==> src/rtl/serial_wide_adder.sv <==
// Nibble-serial wide adder: one 4-bit prefix adder processes the operands one slice per
// cycle, with the slice carry held in a register between cycles.

module adder (
    input  logic [3:0] a,
    input  logic [3:0] b,
    input  logic       cin,
    output logic [3:0] sum,
    output logic       cout
);
    logic [3:0] g, p;
    logic       g10, p10, g32, p32, g30, p30;
    logic       c1, c2, c3;

    assign g = a & b;
    assign p = a ^ b;

    // Two-level prefix tree of (generate, propagate) pairs
    assign g10 = g[1] | (p[1] & g[0]);
    assign p10 = p[1] & p[0];
    assign g32 = g[3] | (p[3] & g[2]);
    assign p32 = p[3] & p[2];
    assign g30 = g32 | (p32 & g10);
    assign p30 = p32 & p10;

    assign c1   = g[0] | (p[0] & cin);
    assign c2   = g10 | (p10 & cin);
    assign c3   = g[2] | (p[2] & c2);
    assign cout = g30 | (p30 & cin);
    assign sum  = p ^ {c3, c2, c1, cin};
endmodule

module serial_wide_adder #(
    parameter int WIDTH = 16
) (
    input  logic             clk,
    input  logic             rst_n,
    input  logic             in_valid,
    output logic             in_ready,
    input  logic [WIDTH-1:0] in_a,
    input  logic [WIDTH-1:0] in_b,
    input  logic             in_cin,
    output logic             out_valid,
    input  logic             out_ready,
    output logic [WIDTH-1:0] out_sum,
    output logic             out_cout
);
    localparam int SLICES = WIDTH / 4;
    localparam int CW     = $clog2(SLICES) + 1;
    localparam logic [CW-1:0] LAST = CW'(SLICES - 1);

    typedef enum logic [1:0] {IDLE, RUN, DONE} state_t;

    state_t           state;
    logic [WIDTH-1:0] opa_sr, opb_sr, res_sr, res_next;
    logic             carry_q;
    logic [CW-1:0]    cnt;
    logic [3:0]       add_sum;
    logic             add_cout;

    adder u_adder (
        .a    (opa_sr[3:0]),
        .b    (opb_sr[3:0]),
        .cin  (carry_q),
        .sum  (add_sum),
        .cout (add_cout)
    );

    // New slice enters at the top; after SLICES shifts slice 0 sits at bit 0
    assign res_next = (res_sr >> 4) | (WIDTH'(add_sum) << (WIDTH - 4));

    assign in_ready = rst_n & ((state == IDLE) | ((state == DONE) & out_ready));

    always_ff @(posedge clk or negedge rst_n) begin
        if (!rst_n) begin
            state     <= IDLE;
            opa_sr    <= '0;
            opb_sr    <= '0;
            res_sr    <= '0;
            carry_q   <= 1'b0;
            cnt       <= '0;
            out_valid <= 1'b0;
            out_sum   <= '0;
            out_cout  <= 1'b0;
        end else begin
            case (state)
                IDLE: begin
                    if (in_valid) begin
                        opa_sr  <= in_a;
                        opb_sr  <= in_b;
                        carry_q <= in_cin;
                        cnt     <= '0;
                        state   <= RUN;
                    end
                end
                RUN: begin
                    opa_sr  <= opa_sr >> 4;
                    opb_sr  <= opb_sr >> 4;
                    res_sr  <= res_next;
                    carry_q <= add_cout;
                    cnt     <= cnt + CW'(1);
                    if (cnt == LAST) begin
                        out_sum   <= res_next;
                        out_cout  <= add_cout;
                        out_valid <= 1'b1;
                        state     <= DONE;
                    end
                end
                DONE: begin
                    if (out_ready) begin
                        out_valid <= 1'b0;
                        if (in_valid) begin
                            opa_sr  <= in_a;
                            opb_sr  <= in_b;
                            carry_q <= in_cin;
                            cnt     <= '0;
                            state   <= RUN;
                        end else begin
                            state <= IDLE;
                        end
                    end
                end
                default: state <= IDLE;
            endcase
        end
    end
endmodule

==> config.mk <==
export PLATFORM = sky130hd
export DESIGN_NAME = serial_wide_adder
export DESIGN_NICKNAME = d
export VERILOG_FILES = /design/src/rtl/serial_wide_adder.sv
export SDC_FILE = /design/constraint.sdc
export NUM_CORES = 1
export LEC_CHECK = 0
export BUFFER_PORTS_ARGS = -buffer_cell sky130_fd_sc_hd__buf_4
export CAP_MARGIN = 0
export CORE_UTILIZATION = 29
export CTS_CLUSTER_DIAMETER = 150
export CTS_CLUSTER_SIZE = 12
export DETAILED_ROUTE_END_ITERATION = 6
export PLACE_DENSITY = 0.54
export SLEW_MARGIN = 20
export SYNTH_ARGS = -nofsm -noshare
export SYNTH_HDL_FRONTEND = slang
export SYNTH_SLANG_ARGS = --single-unit
==> constraint.sdc <==
create_clock -name clk -period 2.55 [get_ports clk]
set_input_delay 0.255 -clock clk [delete_from_list [all_inputs] [get_ports clk]]
set_output_delay 0.255 -clock clk [all_outputs]
set_load 0.05 [all_outputs]
Word level (Yosys, flattened, before mapping)
Index checks and enable logic that the tools add are counted.
- add/sub/neg operators: 1
- equal/unequal tests: 6
- muxes and demuxes: 20
- bitwise operators: 24
- reductions and logical operators: 7
- operators with widths (kind ; count):
    $pmux 16 s3 ; 2
    $mux 16 ; 4
    $or 12x16->16 ; 1
    $and 1x1->1 ; 12
    $pmux 3 s3 ; 1
    $or 1x1->1 ; 8
    $xor 4x4->4 ; 2
    $mux 2 ; 3
    $mux 3 ; 2
    $ne 2x2->1 const B ; 3
    $pmux 2 s3 ; 1
    $reduce_and 3->1 ; 2
    $mux 1 ; 5
    $and 4x4->4 ; 1
    $reduce_and 2->1 ; 2
    $add 3x1->3 const B ; 1
    $eq 3x2->1 const B ; 1
    $pmux 1 s3 ; 1
    $reduce_bool 3->1 ; 1
    $eq 2x1->1 const B ; 1
    $eq 2x2->1 const B ; 1
    $logic_not 2->1 ; 1
    $pmux 1 s2 ; 1
    $reduce_bool 2->1 ; 1
- bits in registers: 72
- output and inout bits: 19
- word-level logic and storage cells: 67

Depth between registers and ports, before layout
Gate-level depths: netlist of run 1.
- word-level depth: 8
- mapped depth: 6

Hierarchy
From an unflattened synthesis of run 1, not the netlist that was laid out.
- cells, all modules: 247
- area, all modules: 3183.1 sq um
- by module, submodules not included (module ; times used ; cells each ; area an instance (sq um)):
    serial_wide_adder ; 1 ; 230 ; 3024.2
    adder ; 1 ; 17 ; 158.9

Least setup slack after synthesis of run 1
OpenSTA, ideal clock, no wires.
- path kind: register -> register
- start: reg opa_sr[0]
- end: reg out_sum[14]
- library setup time: 128 ps
- data arrival time: 1707 ps
- required time: 2422 ps
- path slack: 715 ps
- stages on the path, launching flop included: 6
- path buffers: 0
- clock period less this slack: 1835 ps
- cell sequence: dfrtp_1 ha_1 a21o_1 a21o_1 fa_1 mux2_1
- cells in the longest elaborated chain, start to end: 6
- ends and longest elaborated chain (element ; line ; source):
    from (decl) ; 55 ; logic [WIDTH-1:0] opa_sr, opb_sr, res_sr, res_next;
    from (signal assigned) ; 89 ; opa_sr <= in_a;
    from (signal assigned) ; 97 ; opa_sr <= opa_sr >> 4;
    from (signal assigned) ; 113 ; opa_sr <= in_a;
    $and 4x4->4 / $xor 4x4->4 (equally long branches) ; 15, 16 ;
    $and 1x1->1, on equally long branches ; 19, 20 ;
    $or 1x1->1 / $and 1x1->1 (equally long branches) ; 19, 27 ;
    $or 1x1->1 * ; 27 ; assign c2 = g10 | (p10 & cin);
    $xor 4x4->4 * ; 30 ; assign sum = p ^ {c3, c2, c1, cin};
    named net add_sum[2] ; 58 ; logic [3:0] add_sum;
    $or 12x16->16 * ; 70 ; assign res_next = (res_sr >> 4) | (WIDTH'(add_sum) << (WIDTH - 4));
    to (signal assigned) ; 103 ; out_sum <= res_next;
    to (decl) ; 45 ; output logic [WIDTH-1:0] out_sum,
The timed path passes the listed nets; every way through them passes the cells marked *.
A chain may end at the register's enable or synchronous reset.

Worst setup path in the final report of run 1
Same ends and word-level chain as after synthesis.

==> results by stage, run 1 <==
Worst setup path:
- Traced cell by cell, the critical path runs through ha_1, a21o_1, a21o_1, fa_1, mux2_1.
- The kind of start point of the critical path is a register.
- Along the worst path, the maximum fanout reaches 2.
- The largest single stage delay on the critical path is 0.45 ns.
- The standard cell with the maximum stage delay on the critical path is sky130_fd_sc_hd__fa_1.
- Broken down by cell family, the worst path's largest delay share belongs to adder cells.
- Setup slack on the worst reg-to-reg path comes out at 0.66 ns.
- The kind of end point of the critical path is a register.
- The number of buffers and inverters on the critical path is 0.
- At the worst endpoint, the required time is 2.77 ns.
- In this run the critical register-to-register path is launched from opa_sr[0]$_DFFE_PN0P_.
- The worst setup path is of the reg -> reg kind.
- The worst-case reg-to-reg path depth is 5.
- The worst flop-to-flop path endpoint is out_sum[14]$_DFFE_PN0P_.
- The critical path arrival is 2.11 ns.
- The dominant cell type by count on the critical path is sky130_fd_sc_hd__a21o_1.

STA:
- Setup total negative slack on the finished layout was measured at 0 ns.
- For the pin with the worst max-slew slack, the measured transition is 0.770 ns.
- The worst setup skew after layout is 0.0101 ns.
- Based on the critical path, the design can be clocked at up to 529 MHz.
- The max-slew violation count is 0.
- The hold violation count in the final report is 0.
- Headroom to the max-slew limit came out at 0.485.
- The ratio of final minimum period to clock period is 0.742.
- Setup violations remaining at the end of the flow were counted as 0.
- The post-route minimum period is 1.89 ns.
- Setup repair after global routing left no endpoint under its margin.
- Across all setup checks in the final design, the least slack found is 0.658 ns.

Synthesis:
- Among all flip-flop cells after synthesis, the most frequent one is sky130_fd_sc_hd__dfrtp_1.
- The number of warnings printed during yosys synthesis is 0.
- The cell area that synthesis handed to floorplanning was 0.00288 mm².
- The average instance area after synthesis is 10.4 µm².
- After synthesis, the cell types taking the most area are sky130_fd_sc_hd__dfrtp_1, sky130_fd_sc_hd__nand2_1, sky130_fd_sc_hd__nor2_1.
- Counting every net in the synthesized netlist gives 321.
- The count of distinct cell types in the synthesized netlist is 30.
- For this run, the register share of the synthesized area comes to 0.591.
- The post-synthesis async set-or-reset flop share is 1.00.
- The share of synthesized area in the top cell type comes to 0.591.
- The post-synthesis sequential element count is 68.
- Counting every instance in the synthesized netlist gives 276.
- The number of synthesized flops with an enable pin is 0.
- The library cell occupying the most area in the post-synthesis netlist is sky130_fd_sc_hd__dfrtp_1.

Clocking:
- The total clock buffers created by CTS is 9.
- The H-tree depth is 3.
- Clock tree synthesis selected as its root buffer the cell sky130_fd_sc_hd__clkbuf_8.
- The TritonCTS clock tree is built.
- The later pin in the worst-skew pair is clocked with a latency of 0.34 ns.
- Once the clock tree was built, the resizer swapped 0 gates to a different size.
- The largest buffer count on any clock path is 2.
- The clock sink count is 68.
- Clock-pin slew was measured on the worst setup and hold paths at 0.07 ns.

GRT:
- The global-route wire length before repair is 9.96 mm.
- In the global route stage, overall resource usage came out at 0.128.
- Entering global routing, the biggest net connects 43 pins.
- The via count of the first global-routing pass came to 1992.
- Summed over all layers, the global routing overflow is 0.
- The initial antenna violation count is 0.

Die:
- The floorplan step defined a die boundary enclosing 0.0103 mm².
- The die height is 102 µm.
- The area of the core is 0.00942 mm².
- 56 I/O pins were placed.
- The horizontal die dimension is 102 µm.
- The initial utilization of the core area, before any placement, comes to 0.306.
- The placement row count is 35.

Finish:
- The repair_antennas step left the layout with diodes totalling 0.
- Leaving out fill and tap cells, the most frequent cells in the layout are sky130_fd_sc_hd__dfrtp_1, sky130_fd_sc_hd__buf_4, sky130_fd_sc_hd__nand2_1, sky130_fd_sc_hd__nor2_1, sky130_fd_sc_hd__o22ai_1.
- Counting the fill cells in the layout gives 956.
- For this run, the share of the core covered by cells in the final layout is 0.383.
- In the final layout, flip-flops and latches occupy 0.00170 mm².
- The library cell used most frequently in the layout, excluding fill and tap cells, is sky130_fd_sc_hd__dfrtp_1.
- After routing the design area is 0.00361 mm².
- The area growth from synthesis to layout is 25.3%.
- In the final layout, the multi-input gates occupy 0.00108 mm².
- In the final design database the tool counted 378 nets.
- The proportion of layout cells with a drive suffix above 1 is 0.263.

Place:
- The final weighted congestion in routability-driven placement is 0.705.
- The HPWL after detailed placement is 3.94 mm.
- The count of buffers from port buffering is 55.
- The placement-stage worst setup slack is 0.654 ns.
- The total placed instance area is 0.00341 mm².

Routing:
- After the first detailed-routing iteration, the DRC count stood at 107.
- The first-pass iteration count of the detailed router is 4.
- The via count normalized by instance count is 4.42.
- The final wirelength is 5.89 mm.
- The detailed-route wire length per cell is 12.6 µm.
- The final route contains 2066 vias.
- The post-detailed-route count of antenna-violating nets is 0.
- The number of DRC violations after detailed routing is 0.

Min path:
- The worst min-delay path category is in -> reg.
- In this run the most critical hold path is launched from in_b[12].
- The worst hold path endpoint is opb_sr[12]$_DFFE_PN0P_.
- Along the worst hold path, the cell count comes to 3.

Run:
- The number of max-capacitance violations reported is 0.

Pwr:
- Power spread over the standard cell area amounts to 1460 mW/mm².
- The static power due to leakage is 1.79 nW.
- VDD sags by at most 430 µV.

Status:
- The run finished with clean final reports.
cell type report:
class / instances / area share
flip-flops and latches: 68 / 0.472
multi-input cells: 188 / 0.300
repair buffers: 61 / 0.128
well taps: 129 / 0.0447
clock buffers: 11 / 0.0364
clock inverters: 5 / 0.0146
inverters: 5 / 0.00520
how the worst max path moves through the flow:
stage / from / end / slack, ns / cells past startpoint
6_report: opa_sr[0]$_DFFE_PN0P_ / out_sum[14]$_DFFE_PN0P_ / 0.66 / 5
5_1_grt: state[1]$_DFFE_PN0P_ / opa_sr[10]$_DFFE_PN0P_ / 0.58 / 5
4_1_cts: opa_sr[0]$_DFFE_PN0P_ / out_sum[14]$_DFFE_PN0P_ / 0.65 / 5
3_5_place_dp: opa_sr[0]$_DFFE_PN0P_ / out_sum[14]$_DFFE_PN0P_ / 0.65 / 5
3_3_place_gp: opa_sr[0]$_DFFE_PN0P_ / out_sum[14]$_DFFE_PN0P_ / 0.68 / 5
2_1_floorplan: opa_sr[0]$_DFFE_PN0P_ / out_sum[14]$_DFFE_PN0P_ / 0.71 / 5
stage by stage:
stage,instances,power [mW],hold WS [ns]
after detailed placement,450,4.50,0.225
after global routing,467,5.75,0.0923
final,467,5.28,0.0986
after global placement,450,4.43,0.225
after floorplan,276,3.84,-0.0406
after CTS,467,5.36,0.0864
cell usage after synthesis (2+ instances only):
cell type / n
sky130_fd_sc_hd__a31oi_1: 2
sky130_fd_sc_hd__nand2_1: 56
sky130_fd_sc_hd__o21ai_0: 7
sky130_fd_sc_hd__buf_4: 2
sky130_fd_sc_hd__fa_1: 2
sky130_fd_sc_hd__buf_2: 6
sky130_fd_sc_hd__mux2_4: 11
sky130_fd_sc_hd__nand3_1: 11
sky130_fd_sc_hd__nor2_1: 46
sky130_fd_sc_hd__clkbuf_1: 6
sky130_fd_sc_hd__a21oi_1: 4
sky130_fd_sc_hd__dfrtp_1: 68
sky130_fd_sc_hd__inv_1: 4
sky130_fd_sc_hd__o22ai_1: 24
sky130_fd_sc_hd__o21ai_1: 4
sky130_fd_sc_hd__a21o_1: 3
sky130_fd_sc_hd__mux2_1: 2
sky130_fd_sc_hd__ha_1: 6
cells by family (layout without fill, tap and decap cells):
| family | count (synthesis) | in the layout | share of synthesized area |
|---|---|---|---|
| adders and majority gates | 8 | 8 | 0.0400 |
| and+or+nand+nor | 119 | 119 | 0.167 |
| buffers and inverters | 20 | 82 | 0.0339 |
| muxes | 13 | 13 | 0.0652 |
| DFF | 68 | 68 | 0.591 |
| AOI/OAI and AO/OA | 46 | 46 | 0.0965 |
| xor gates and xnor gates | 2 | 2 | 0.00609 |
per-layer routing:
layer,GRT usage,vias to the layer above,wire [µm]
li1,-,1045,-
met1,0.174,950,2790
met2,0.179,63,2590
met3,0.0559,8,455
met4,0.0468,0,51
met5,0,-,0
registers in the layout, indices dropped and copies added (netlist names):
| name | count |
|---|---|
| opa_sr | 16 |
| opb_sr | 16 |
| out_sum | 16 |
| res_sr | 12 |
| cnt | 3 |
| state | 2 |
| carry_q | 1 |
| out_cout | 1 |
| out_valid | 1 |
worst reg2reg max path, delay by kind of cell (launching register included):
family | cells | cell delay, ns
flops | 1 | 0.38
compound gates | 2 | 0.38
fa+ha+maj | 2 | 0.74
mux | 1 | 0.29
timing repair:
item | 4_1_cts | 5_1_grt
hold endpoints to repair | 32 | 0
hold buffers | 1 | 0
setup buffers | 0 | 0
where the power goes:
| part | switching [mW] | leakage (nW) | internal [mW] |
|---|---|---|---|
| logic | 1.53 | 0.861 | 0.972 |
| clock network | 0.401 | 0.0931 | 0.447 |
| registers | 0.311 | 0.838 | 1.61 |
(Power assumes the default switching activity.)
==> run 2, diff against run 1 <==
Settings changed: ABC_AREA from default to 1, PLACE_DENSITY 0.54 to 0.55.
Clock period 2.55 ns to 1.6 ns, I/O delays scaled along.
==> run 2 against run 1 <==
  * The run now ends with setup timing left
  * Hold slack improved by 0.013 ns
  * Critical path depth grew 2
  * Wire length up 7.2%
==> results by stage, run 2 <==
STA:
- The max-slew violation count is 0.
- The worst setup skew after layout is 0.00443 ns.
- The post-route minimum period is 1.70 ns.
- In the final timing run, aggregate negative setup slack is -0.352 ns.
- The number of endpoints failing setup at the final stage is 4.
- Setup repair after global routing could not meet its margin everywhere.
- The headroom to the max-slew limit is 0.760.
- Setup slack on the critical path of the routed design comes to -0.0994 ns.
- The ratio of final minimum period to clock period is 1.06.
- Based on the critical path, the design can be clocked at up to 588 MHz.
- The pin slew with the least headroom to its limit is 0.360 ns.
- The hold violation count in the final report is 0.

Min path:
- The path class of the tightest hold or removal check is in -> reg.
- The hold path startpoint is in_a[14].

GRT:
- The final global-route overflow total is 0.
- For this run, the total global-route usage over all layers was measured as 0.120.
- The via count of the first global-routing pass is 2345.
- The maximum number of pins on one net before global-route repair is 69.
- The first global-routing pass estimated 11.0 mm of wire.
- The initial antenna violation count is 0.

Place:
- Timing analysis after detailed placement gives a worst setup slack of -0.107 ns.
- The placed cell count is 542.
- Summed over all nets, the half-perimeter wirelength after detailed placement is 4.25 mm.
- The final weighted congestion in routability-driven placement is 0.711.
- Input and output buffers added on the ports amount to 55.

Worst setup path:
- Walking the worst path, the cells encountered are ha_1, inv_1, nand2_1, and2_4, fa_2, inv_2, o21ai_1.
- Counting both buffers and inverters, the worst setup path holds a total of 2.
- The standard cell with the maximum stage delay on the critical path is sky130_fd_sc_hd__fa_2.
- For the worst setup path, the data arrival time is 1.95 ns.
- The start-to-end type of the worst setup path is reg -> reg.
- The largest stage delay on the critical path is 0.52 ns.
- The most critical setup path has its startpoint at opa_sr[1]$_DFFE_PN0P_.
- The kind of end point of the critical path is a register.
- The kind of start point of the critical path is a register.
- The maximum fanout encountered on the critical timing path is 2.
- Grouping stages by cell kind, the critical path spends the most delay in adder cells.
- The required time of the worst setup path is 1.85 ns.
- The startpoint identified for the worst register-to-register timing path is opa_sr[1]$_DFFE_PN0P_.

Routing:
- The number of DRC violations after detailed routing is 0.
- The detailed router finished its first iteration with 101 violations.
- The first-pass iteration count of the detailed router is 4.
- The total via count in the routed design is 2386.
- The via count normalized by instance count is 4.26.
- The routed design has 6.32 mm of wire.
- The detail route stage leaves a number of antenna-violating nets equal to 0.
- In the final routed layout, each cell accounts on average for 11.3 µm.

Synthesis:
- The sequential fraction of the synthesis area is 0.510.
- In this run the mean area of a mapped cell was 9.34 µm².
- Synthesis produced 357 cells.
- Ranked by instance count, the synthesized netlist is headed by sky130_fd_sc_hd__nand2_1, sky130_fd_sc_hd__dfrtp_1, sky130_fd_sc_hd__inv_1, sky130_fd_sc_hd__o21ai_0, sky130_fd_sc_hd__nand2_2.
- The Yosys step of the flow raised 0 warnings.
- Of the post-synthesis cell area, the dominant cell type holds 0.510.
- The library cell occupying the most area in the post-synthesis netlist is sky130_fd_sc_hd__dfrtp_1.
- After synthesis the netlist holds a flip-flop and latch count of 68.
- The synthesized design contains 0 enable-type register cells.
- In the post-synthesis netlist, the cell with the most instances is sky130_fd_sc_hd__nand2_1.
- The summed instance area of the synthesized netlist is 0.00334 mm².
- The number of nets produced by synthesis is 402.
- In this run, distinct cell masters in the synthesized netlist total 28.
- In the post-synthesis netlist, the biggest area contributors are sky130_fd_sc_hd__dfrtp_1, sky130_fd_sc_hd__nand2_1, sky130_fd_sc_hd__o21ai_0.
- The most frequently used flop master after synthesis is sky130_fd_sc_hd__dfrtp_1.
- For this run, asynchronously set or reset flops after synthesis account for 1.00.

Finish:
- The commonest non-fill, non-tap cell in the layout is sky130_fd_sc_hd__nand2_1.
- The proportion of layout cells with a drive suffix above 1 is 0.340.
- The antenna cell count is 0.
- The largest registers in the layout are opa_sr (16), opb_sr (16), out_sum (16).
- The final core utilization is 0.381.
- The multi-input gate area in the final layout is 0.00128 mm².
- Fill cells in the final layout number 1129.
- The top cell types in the final layout, fill and taps aside, are sky130_fd_sc_hd__nand2_1, sky130_fd_sc_hd__dfrtp_1, sky130_fd_sc_hd__buf_4, sky130_fd_sc_hd__inv_1, sky130_fd_sc_hd__o21ai_0.
- The final-stage net count is 460.
- The area overhead of the layout relative to synthesis is 26.0%.
- The filler-free cell count of the finished design is 560.
- The area used by sequential logic in the layout is 0.00170 mm².

Status:
- The flow ran to the end, but the final reports show violations.
- The checks that failed: setup timing.

Die:
- Row generation in the floorplan step produced 38 rows.
- The die height is 109 µm.
- Measured along the x axis, the die boundary spans 109 µm.
- The area of the die is 0.0119 mm².
- The floorplan step defined a core boundary enclosing 0.0110 mm².
- The I/O pin total is 56.
- The initial cell density of the core is 0.302.

Clocking:
- The H-tree depth is 3.
- The clock net in this run drives a total of 68 sinks.
- Buffers inserted during clock tree synthesis total 9.
- TritonCTS built the clock tree.
- After clock tree synthesis, the clock-pin slew on the worst setup and hold paths is 0.06 ns.
- The later pin in the worst-skew pair is clocked with a latency of 0.32 ns.
- The root buffer cell chosen for the clock tree is sky130_fd_sc_hd__clkbuf_16.
- The largest buffer count on any clock path is 2.

Pwr:
- The power per cell area is 2270 mW/mm².
- For this design the static power due to leakage is 2.11 nW.
- VDD sags by at most 1110 µV.

Run:
- The number of max-capacitance violations reported is 0.
run 2: cell count changes in the layout (fill, tap and decap cells not counted), moves of 8 or more:
cell,change
sky130_fd_sc_hd__o21ai_2,+18
sky130_fd_sc_hd__o21ai_1,+8
sky130_fd_sc_hd__inv_1,+46
sky130_fd_sc_hd__nand2_2,+23
sky130_fd_sc_hd__nand3_1,-10
sky130_fd_sc_hd__clkbuf_16,+9
sky130_fd_sc_hd__nand2_1,+39
sky130_fd_sc_hd__o21ai_0,+30
sky130_fd_sc_hd__o22ai_2,+9
sky130_fd_sc_hd__o22ai_1,-24
sky130_fd_sc_hd__nor2_1,-45
sky130_fd_sc_hd__clkbuf_8,-8
sky130_fd_sc_hd__mux2_4,-11
run 2: cells by family (layout without fill, tap and decap cells):
family          count (synthesis)  after routing  synth area share
compound gates                 77             77             0.156
xor+xnor                        2              2           0.00525
fa+ha+maj                       8              8            0.0345
buf+inv                        71            134             0.110
flops                          68             68             0.510
simple gates                  131            131             0.184
run 2: final timing paths:
kind | slack, ns | end | cells past startpoint
min in group asynchronous | 0.42 | out_valid$_DFFE_PN0P_ | 3
min reg2reg | 0.47 | out_sum[1]$_DFFE_PN0P_ | 2
max in group asynchronous | 0.90 | opa_sr[6]$_DFFE_PN0P_ | 3
max | -0.1 | out_sum[14]$_DFFE_PN0P_ | 7
min | 0.11 | opa_sr[14]$_DFFE_PN0P_ | 3
max reg2reg | -0.1 | out_sum[14]$_DFFE_PN0P_ | 7
run 2: final cells by class:
type	instances	area share
Tap cell	140	0.0417
Multi-Input combinational cell	218	0.305
Sequential cell	68	0.405
Clock inverter	5	0.0179
Clock buffer	11	0.0577
Timing Repair Buffer	62	0.120
Inverter	56	0.0530
run 2: routing by layer:
layer / global-route usage / share of wire / vias up
met4: 0.0429 / 0.015 / 0
met1: 0.152 / 0.47 / 1083
met5: 0 / 0 / -
met2: 0.190 / 0.45 / 65
met3: 0.0418 / 0.060 / 10
li1: - / - / 1228
run 2: power by group:
part           internal (mW)  switching [mW]  leakage, nW
combinational           1.62            2.99         1.09
sequential              2.48           0.348        0.866
clock                   1.40           0.700        0.159
total                   5.50            4.04         2.11
run 2: timing repair:
item / CTS / global route
endpoints found under the hold margin: 68 / 0
hold buffers: 1 / 0
endpoints found under the setup margin: 4 / 4
pin swaps: 1 / 2
buffers inserted: 0 / 1
resized for setup: 3 / 1
run 2: stage by stage:
step	instance area, µm²	power [mW]	hold slack (ns)
after CTS	4190	9.68	0.102
after floorplan	3340	6.68	-0.136
after global placement	3860	7.38	0.225
final	4200	9.54	0.112
after global routing	4200	10.3	0.107
after detailed placement	3860	7.48	0.217
run 2: worst min-delay path, stage by stage:
cell                      delay (ns)
sky130_fd_sc_hd__buf_4          0.11
sky130_fd_sc_hd__inv_1          0.05
sky130_fd_sc_hd__o22ai_2        0.07
